[src/rtl/gamate_pkg.sv]
// Shared definitions for the Gamate link port: state encodings, register map,
// control bit positions and the address window of the transmitter.
package gamate_pkg;

  typedef enum logic [2:0] {
    LTX_IDLE,
    LTX_START,
    LTX_DATA,
    LTX_PARITY,
    LTX_STOP
  } link_tx_state_t;

  localparam logic [1:0] REG_DATA = 2'd0;
  localparam logic [1:0] REG_STAT = 2'd1;
  localparam logic [1:0] REG_CTRL = 2'd2;
  localparam logic [1:0] REG_DIV  = 2'd3;

  localparam int CTRL_EN      = 0;
  localparam int CTRL_PAR_EN  = 1;
  localparam int CTRL_PAR_ODD = 2;
  localparam int CTRL_IRQ_EN  = 3;

  localparam logic [15:0] LINK_TX_BASE = 16'h4C00;

endpackage

[src/rtl/gamate_baud_gen.sv]
// Bit-time generator: a PRESCALE-tick prescaler feeding a baud counter that
// runs 0..div; bit_end pulses on the ce tick that closes the current bit.
module gamate_baud_gen #(
  parameter int PRESCALE = 4
) (
  input  logic       clk,
  input  logic       reset_n,
  input  logic       ce,
  input  logic       restart,
  input  logic [7:0] div,
  output logic       bit_end
);

  localparam int PW = (PRESCALE > 1) ? $clog2(PRESCALE) : 1;

  logic [PW-1:0] pre_q;
  logic [7:0]    baud_q;
  logic [7:0]    div_q;
  logic          pre_wrap;

  assign pre_wrap = (pre_q == PW'(PRESCALE - 1));
  assign bit_end  = ce & pre_wrap & (baud_q == div_q);

  // div is captured only at a bit boundary so a mid-bit write shapes the next bit.
  always_ff @(posedge clk or negedge reset_n) begin
    if (!reset_n) begin
      pre_q  <= '0;
      baud_q <= '0;
      div_q  <= '0;
    end else if (ce) begin
      if (restart || bit_end) begin
        pre_q  <= '0;
        baud_q <= '0;
        div_q  <= div;
      end else if (pre_wrap) begin
        pre_q  <= '0;
        baud_q <= baud_q + 8'd1;
      end else begin
        pre_q <= pre_q + PW'(1);
      end
    end
  end

endmodule

[src/rtl/gamate_link_tx.sv]
// Link port transmitter: one-entry holding register feeding an 8N1/8E1/8O1
// serialiser, with status/ctrl/divisor registers and a level IRQ.
module gamate_link_tx
  import gamate_pkg::*;
#(
  parameter int         PRESCALE  = 4,
  parameter logic [7:0] DIV_RESET = 8'd114
) (
  input  logic           clk,
  input  logic           reset_n,
  input  logic           ce,
  input  logic           cs,
  input  logic           rwn,
  input  logic [1:0]     addr,
  input  logic [7:0]     din,
  output logic [7:0]     dout,
  output logic           tx,
  output logic           busy,
  output logic           irq_n,
  output link_tx_state_t state_dbg
);

  link_tx_state_t state_q, state_d;
  logic [7:0] hold_q, shifter_q, div_q;
  logic [3:0] ctrl_q;
  logic [2:0] bit_cnt_q;
  logic       hold_empty_q, overrun_q, par_q;
  logic       bit_end, wr_en, wr_data, wr_stat, wr_ctrl, wr_div;
  logic       load_cond, frame_end, load, ovr_set;

  assign wr_en     = cs & ~rwn & ce;
  assign wr_data   = wr_en & (addr == REG_DATA);
  assign wr_stat   = wr_en & (addr == REG_STAT);
  assign wr_ctrl   = wr_en & (addr == REG_CTRL);
  assign wr_div    = wr_en & (addr == REG_DIV);
  assign load_cond = ctrl_q[CTRL_EN] & ~hold_empty_q;
  assign frame_end = (state_q == LTX_STOP) & bit_end;
  assign load      = ce & load_cond & ((state_q == LTX_IDLE) | frame_end);
  // A write that lands on a load edge refills the register the shifter just emptied.
  assign ovr_set   = wr_data & ~hold_empty_q & ~load;

  gamate_baud_gen #(.PRESCALE(PRESCALE)) u_baud (
    .clk     (clk),
    .reset_n (reset_n),
    .ce      (ce),
    .restart (state_q == LTX_IDLE),
    .div     (div_q),
    .bit_end (bit_end)
  );

  always_ff @(posedge clk or negedge reset_n) begin
    if (!reset_n) state_q <= LTX_IDLE;
    else if (ce)  state_q <= state_d;
  end

  always_comb begin
    state_d = state_q;
    unique case (state_q)
      LTX_IDLE:   if (load_cond) state_d = LTX_START;
      LTX_START:  if (bit_end) state_d = LTX_DATA;
      LTX_DATA:   if (bit_end && bit_cnt_q == 3'd7)
                    state_d = ctrl_q[CTRL_PAR_EN] ? LTX_PARITY : LTX_STOP;
      LTX_PARITY: if (bit_end) state_d = LTX_STOP;
      LTX_STOP:   if (bit_end) state_d = load_cond ? LTX_START : LTX_IDLE;
      default:    state_d = LTX_IDLE;
    endcase
  end

  always_comb begin
    tx = 1'b1;
    unique case (state_q)
      LTX_START:  tx = 1'b0;
      LTX_DATA:   tx = shifter_q[bit_cnt_q];
      LTX_PARITY: tx = par_q;
      default:    tx = 1'b1;
    endcase
  end

  always_ff @(posedge clk or negedge reset_n) begin
    if (!reset_n) begin
      shifter_q <= '0;
      bit_cnt_q <= '0;
      par_q     <= 1'b0;
    end else if (load) begin
      shifter_q <= hold_q;
      bit_cnt_q <= '0;
    end else if (state_q == LTX_DATA && bit_end) begin
      bit_cnt_q <= bit_cnt_q + 3'd1;
      // Parity sense is taken at the start of the parity bit.
      if (bit_cnt_q == 3'd7) par_q <= ^shifter_q ^ ctrl_q[CTRL_PAR_ODD];
    end
  end

  always_ff @(posedge clk or negedge reset_n) begin
    if (!reset_n) begin
      hold_q       <= '0;
      hold_empty_q <= 1'b1;
      overrun_q    <= 1'b0;
      ctrl_q       <= '0;
      div_q        <= DIV_RESET;
      irq_n        <= 1'b1;
    end else if (ce) begin
      irq_n <= ~(ctrl_q[CTRL_IRQ_EN] & hold_empty_q);
      if (wr_data && (hold_empty_q || load)) hold_q <= din;
      if (load && !wr_data)                  hold_empty_q <= 1'b1;
      else if (wr_data && hold_empty_q)      hold_empty_q <= 1'b0;
      if (ovr_set)                   overrun_q <= 1'b1;
      else if (wr_stat && din[0])    overrun_q <= 1'b0;
      if (wr_ctrl) ctrl_q <= din[3:0];
      if (wr_div)  div_q  <= din;
    end
  end

  always_comb begin
    dout = 8'h00;
    unique case (addr)
      REG_DATA: dout = hold_q;
      REG_STAT: dout = {5'b0, overrun_q, state_q != LTX_IDLE, hold_empty_q};
      REG_CTRL: dout = {4'b0, ctrl_q};
      default:  dout = div_q;
    endcase
  end

  assign busy      = (state_q != LTX_IDLE) | ~hold_empty_q;
  assign state_dbg = state_q;

endmodule

[config.mk]
export PLATFORM = sky130hd
export DESIGN_NAME = gamate_link_tx
export DESIGN_NICKNAME = d
export VERILOG_FILES = /design/src/rtl/gamate_pkg.sv /design/src/rtl/gamate_baud_gen.sv /design/src/rtl/gamate_link_tx.sv
export SDC_FILE = /design/constraint.sdc
export NUM_CORES = 1
export LEC_CHECK = 0
export CORE_UTILIZATION = 55
export CTS_BUF_LIST = sky130_fd_sc_hd__clkbuf_16
export DETAILED_ROUTE_END_ITERATION = 10
export PLACE_DENSITY = 0.89
export SETUP_SLACK_MARGIN = 0.4
export SLEW_MARGIN = 15
export SYNTH_ARGS = -nofsm -noshare
export SYNTH_HDL_FRONTEND = slang
export SYNTH_SLANG_ARGS = --single-unit
[constraint.sdc]
create_clock -name clk -period 6.8 [get_ports clk]
set_clock_uncertainty 0.1 [all_clocks]
set_input_delay 1.7 -clock clk [delete_from_list [all_inputs] [get_ports clk]]
set_output_delay 1.7 -clock clk [all_outputs]
set_load 0.1 [all_outputs]
==> results_tabular.tex <==
\begin{tabular}{lr}
\hline
Metric & Value \\
\hline
\multicolumn{2}{l}{\textbf{Clock network}} \\
Number of instances resized during post-cts repair & 0 \\
Post-CTS clock slew at the launch and capture registers of the worst setup and hold paths & 60 ps \\
Number of clock sinks seen by CTS & 56 \\
Worst-Skew Late Latency & approximately 290 ps \\
Maximum buffer depth of the clock tree & 2 \\
Total of hold buffers inserted after clock tree synthesis & 0 \\
H-tree Lvls & 2 \\
Number of buffers inserted during clock tree synthesis & 5 \\
Clk Tree Root Cell & sky130\_fd\_sc\_hd\_\_clkbuf\_16 \\
Clock tree from TritonCTS & done \\
Post-CTS Repair Setup Buffers & 0 \\
\multicolumn{2}{l}{\textbf{Timing}} \\
Max Slew Vio Count & 0 \\
Number of failing hold endpoints at the final stage & 0 \\
Highest achievable clock rate & 172 MHz \\
Sum Neg Setup Slack & 0 ps \\
Final critical path time including I/O delays and setup & 5810 ps \\
Setup violations, final & 0 \\
Slew @ Worst Pin & 965 ps \\
Unrepaired setup endpoints after global routing & no \\
Max-Slew Margin vs Limit & 35.5\% \\
Ratio of final minimum period to clock period & between 80\% and 90\% \\
\multicolumn{2}{l}{\textbf{Yosys}} \\
Most frequently used flop master after synthesis & sky130\_fd\_sc\_hd\_\_dfrtp\_1 \\
Area leader, netlist & sky130\_fd\_sc\_hd\_\_dfrtp\_1 \\
Count of flip-flops with a built-in enable after synthesis & 0 \\
Proportion of synthesized flip-flops having asynchronous set or reset & 100\% \\
Synthesized area & 2790 µm² \\
Number of instances in the synthesized netlist & 226 \\
Seq cells post-synth & 56 \\
Simple-Gate Fraction of Synth Area & 10.0\% \\
Warnings, synthesis & 0 \\
Main area contributors after synthesis & sky130\_fd\_sc\_hd\_\_dfrtp\_1 45\%, sky130\_fd\_sc\_hd\_\_mux2\_2 12\%, sky130\_fd\_sc\_hd\_\_dfstp\_2 5.6\%, sky130\_fd\_sc\_hd\_\_xor2\_1 4.4\%, sky130\_fd\_sc\_hd\_\_mux2\_4 4.3\% \\
Post-synthesis compound-gate area fraction & roughly 6.9\% \\
Synth Area in Adders & 1.79\% \\
Area share of the largest cell type after synthesis & 44.8\% \\
Net Count, Synth & 245 \\
Average size of a mapped cell & 12.4 µm² \\
Number of library cell types mapped by synthesis & between 40 and 50 \\
Xor-xnor portion of the synthesized cell area & 7.22\% \\
Mux cell area share after synthesis & 21.2\% \\
Largest family of logic cells by synthesized area & multiplexers \\
Sequential share of the synthesized area & around 50\% \\
\multicolumn{2}{l}{\textbf{Critical path}} \\
Highest net fanout along the worst path & 10 \\
Arrival time worst endpoint & roughly 4000 ps \\
Endpoint of the lowest-slack register-to-register path & hold\_q[7]\$\_DFFE\_PN0P\_ \\
Origin of the critical flop-to-flop path & u\_baud.baud\_q[4]\$\_DFFE\_PN0P\_ \\
Sort of element at the start of the critical path & primary input \\
Number of cell instances on the worst register-to-register path & 6 \\
Required time of the critical path & 5000 ps \\
Reg2reg setup slack & 3940 ps \\
Crit path capture type & output pin \\
Kind of critical path & in2out \\
\multicolumn{2}{l}{\textbf{Floorplan}} \\
Top-level I/O count & 29 \\
Die height & around 73 µm \\
Die Wd & 73.2 µm \\
Number of placement rows & 25 \\
CORE AREA & 4820 µm² \\
Initial standard-cell utilization of the core & 57.9\% \\
DIE AREA & between 5000 and 6000 µm² \\
\multicolumn{2}{l}{\textbf{Route}} \\
Via count & 1,890 \\
Detailed-routing iteration count for the pre-antenna-repair pass & 5 \\
Number of DRC violations after detailed-routing iteration 0 & 171 \\
Final wirelength & between 5 and 6 mm \\
Number of DRC violations after detailed routing & 0 \\
Met1 routed wirelength after detailed routing & 2.38 mm \\
Vias per Instance & 5.89 \\
Highest metal used & met4 \\
Total length of routed met3 wires & 278 µm \\
Remaining antenna violation count after routing & 0 \\
Routed length per instance & 17.2 µm \\
Sum of met2 wire segment lengths after detailed routing & 2.76 mm \\
\multicolumn{2}{l}{\textbf{Cells and area}} \\
Non-Filler Cell Area, Final & 3230 µm² \\
Layout area overhead & 15.8\% \\
Share of layout cells above drive strength 1 & 26.0\% \\
Number of nets in the finished design & 272 \\
Count of inserted antenna diode cells & 0 \\
\multicolumn{2}{l}{\textbf{Hold path}} \\
Class of the worst hold path & reg2reg \\
Hold Crit Depth & 1 \\
Launch point of the worst hold path & ctrl\_q[3]\$\_DFFE\_PN0P\_ \\
Endpoint with the worst hold slack & irq\_n\$\_DFFE\_PN1P\_ \\
\multicolumn{2}{l}{\textbf{Global route}} \\
Total Routing Usage GR & 23.6\% \\
First-pass GRT wire length & a little over 9 mm \\
Antenna violations before repair & 0 \\
Vias in the first global route & 1,899 \\
Grt total ovfl & 0 \\
Largest net degree at the start of global routing & 57 \\
\multicolumn{2}{l}{\textbf{Power and ir drop}} \\
Highest ir drop seen on vdd & roughly 0.22 mV \\
Cell Pwr Density & 376 nW/µm² \\
Leakage power figure & 1.47 nW \\
\multicolumn{2}{l}{\textbf{Status}} \\
Outcome & complete, no violations \\
\multicolumn{2}{l}{\textbf{Placement}} \\
IO Port Bufs & 28 \\
Final Wtd Congestion & 0.795 \\
Cell area reported after detailed placement & between 3000 and 4000 µm² \\
Final HPWL from detailed placement & 3.96 mm \\
\multicolumn{2}{l}{\textbf{Flow run}} \\
Number of maximum-capacitance constraint violations & 0 \\
\hline
\end{tabular}
## power breakdown
group          total, W  leakage [nW]  internal [W]  switching, W
Sequential     0.000503         0.721      0.000419     0.0000844
Clock          0.000242        0.0762      0.000133      0.000109
Combinational  0.000469         0.672      0.000178      0.000292
## per-layer routing
layer / global-route usage (%) / up-vias
li1: - / 870
met1: 30.8 / 951
met2: 39.2 / 58
met3: 5.11 / 11
met4: 8.06 / 0
met5: 0 / -
## worst max-delay path, stage by stage
cell                              delay [ps]
sky130_fd_sc_hd__clkdlybuf4s50_1         740
sky130_fd_sc_hd__mux4_2                  580
sky130_fd_sc_hd__clkdlybuf4s50_1         980
## metrics by stage
step	power [W]	worst slack (ps)	cells	hold WS (ps)	util, %
floorplan	0.000864	1990	226	317	-
global placement	0.000956	1020	313	382	64.3
detailed placement	0.000977	998	313	381	64.3
CTS	0.00122	998	321	390	67.1
global route	0.00128	933	321	425	67.1
finish	0.00121	992	321	392	67.1
## cells in the mapped netlist (2+ instances only)
master and n:
sky130_fd_sc_hd__dfrtp_1 50, sky130_fd_sc_hd__mux2_2 30, sky130_fd_sc_hd__nor2_1 18, sky130_fd_sc_hd__nand2_1 15, sky130_fd_sc_hd__xor2_1 14, sky130_fd_sc_hd__xnor2_1 9, sky130_fd_sc_hd__mux2_4 8, sky130_fd_sc_hd__a22o_1 6
sky130_fd_sc_hd__dfstp_2 6, sky130_fd_sc_hd__nand3_1 6, sky130_fd_sc_hd__clkbuf_1 5, sky130_fd_sc_hd__inv_1 5, sky130_fd_sc_hd__mux4_2 5, sky130_fd_sc_hd__nor3_1 5, sky130_fd_sc_hd__ha_1 4, sky130_fd_sc_hd__o21ai_0 4
sky130_fd_sc_hd__a21oi_1 3, sky130_fd_sc_hd__and2_1 3, sky130_fd_sc_hd__nand4_1 3, sky130_fd_sc_hd__and3_1 2, sky130_fd_sc_hd__buf_4 2, sky130_fd_sc_hd__mux2i_1 2, sky130_fd_sc_hd__o22ai_1 2, sky130_fd_sc_hd__o31ai_1 2
## state kept, by name (all words and copies together) (netlist names), 2 cells and up
signal and flops:
u_baud.pre_q 2, ctrl_q 4, u_baud.div_q 8, div_q 8, state_dbg 3, shifter_q 8, u_baud.baud_q 8, hold_q 8
bit_cnt_q 3
## area by class of cell
type	instances	area (µm²)
fillers	354	1580
flip-flops and latches	56	1410
multi-input cells	156	1310
repair buffers	29	270
clock buffers	5	125
well taps	67	83.8
inverters	5	18.8
clock inverters	3	12.5
## worst max-delay path by stage
stage	from	to	cells after the start
2_1_floorplan	addr[0]	dout[4]	3
3_3_place_gp	addr[0]	dout[2]	3
3_5_place_dp	addr[0]	dout[2]	3
4_1_cts	addr[0]	dout[2]	3
5_1_grt	addr[0]	dout[2]	3
6_report	addr[0]	dout[2]	3
## layout by cell type, fill, tap and decap left out, drive strengths merged, types with 2 or more instances in the layout
cell type      count
o21ai              4
xor2              14
a21oi              3
nor2              18
a22o               6
ha                 4
clkbuf             5
o22ai              2
buf                7
o31ai              2
mux2i              2
nand2             15
dfrtp             50
nand3              6
mux4               5
nor3               5
mux2              38
nand4              3
clkdlybuf4s50     22
and2               3
and3               2
dfstp              6
xnor2              9
inv                7
## logic make-up (layout without fill, tap and decap cells)
group | after synthesis | in the layout
XOR/XNOR | 23 | 23
adder cells (fa/ha/maj) | 4 | 4
multiplexers | 45 | 45
flip-flops | 56 | 56
AND/OR/NAND/NOR | 58 | 58
AO/OA/AOI/OAI | 26 | 26
buffers and inverters | 14 | 42
(Power assumes the default switching activity.)
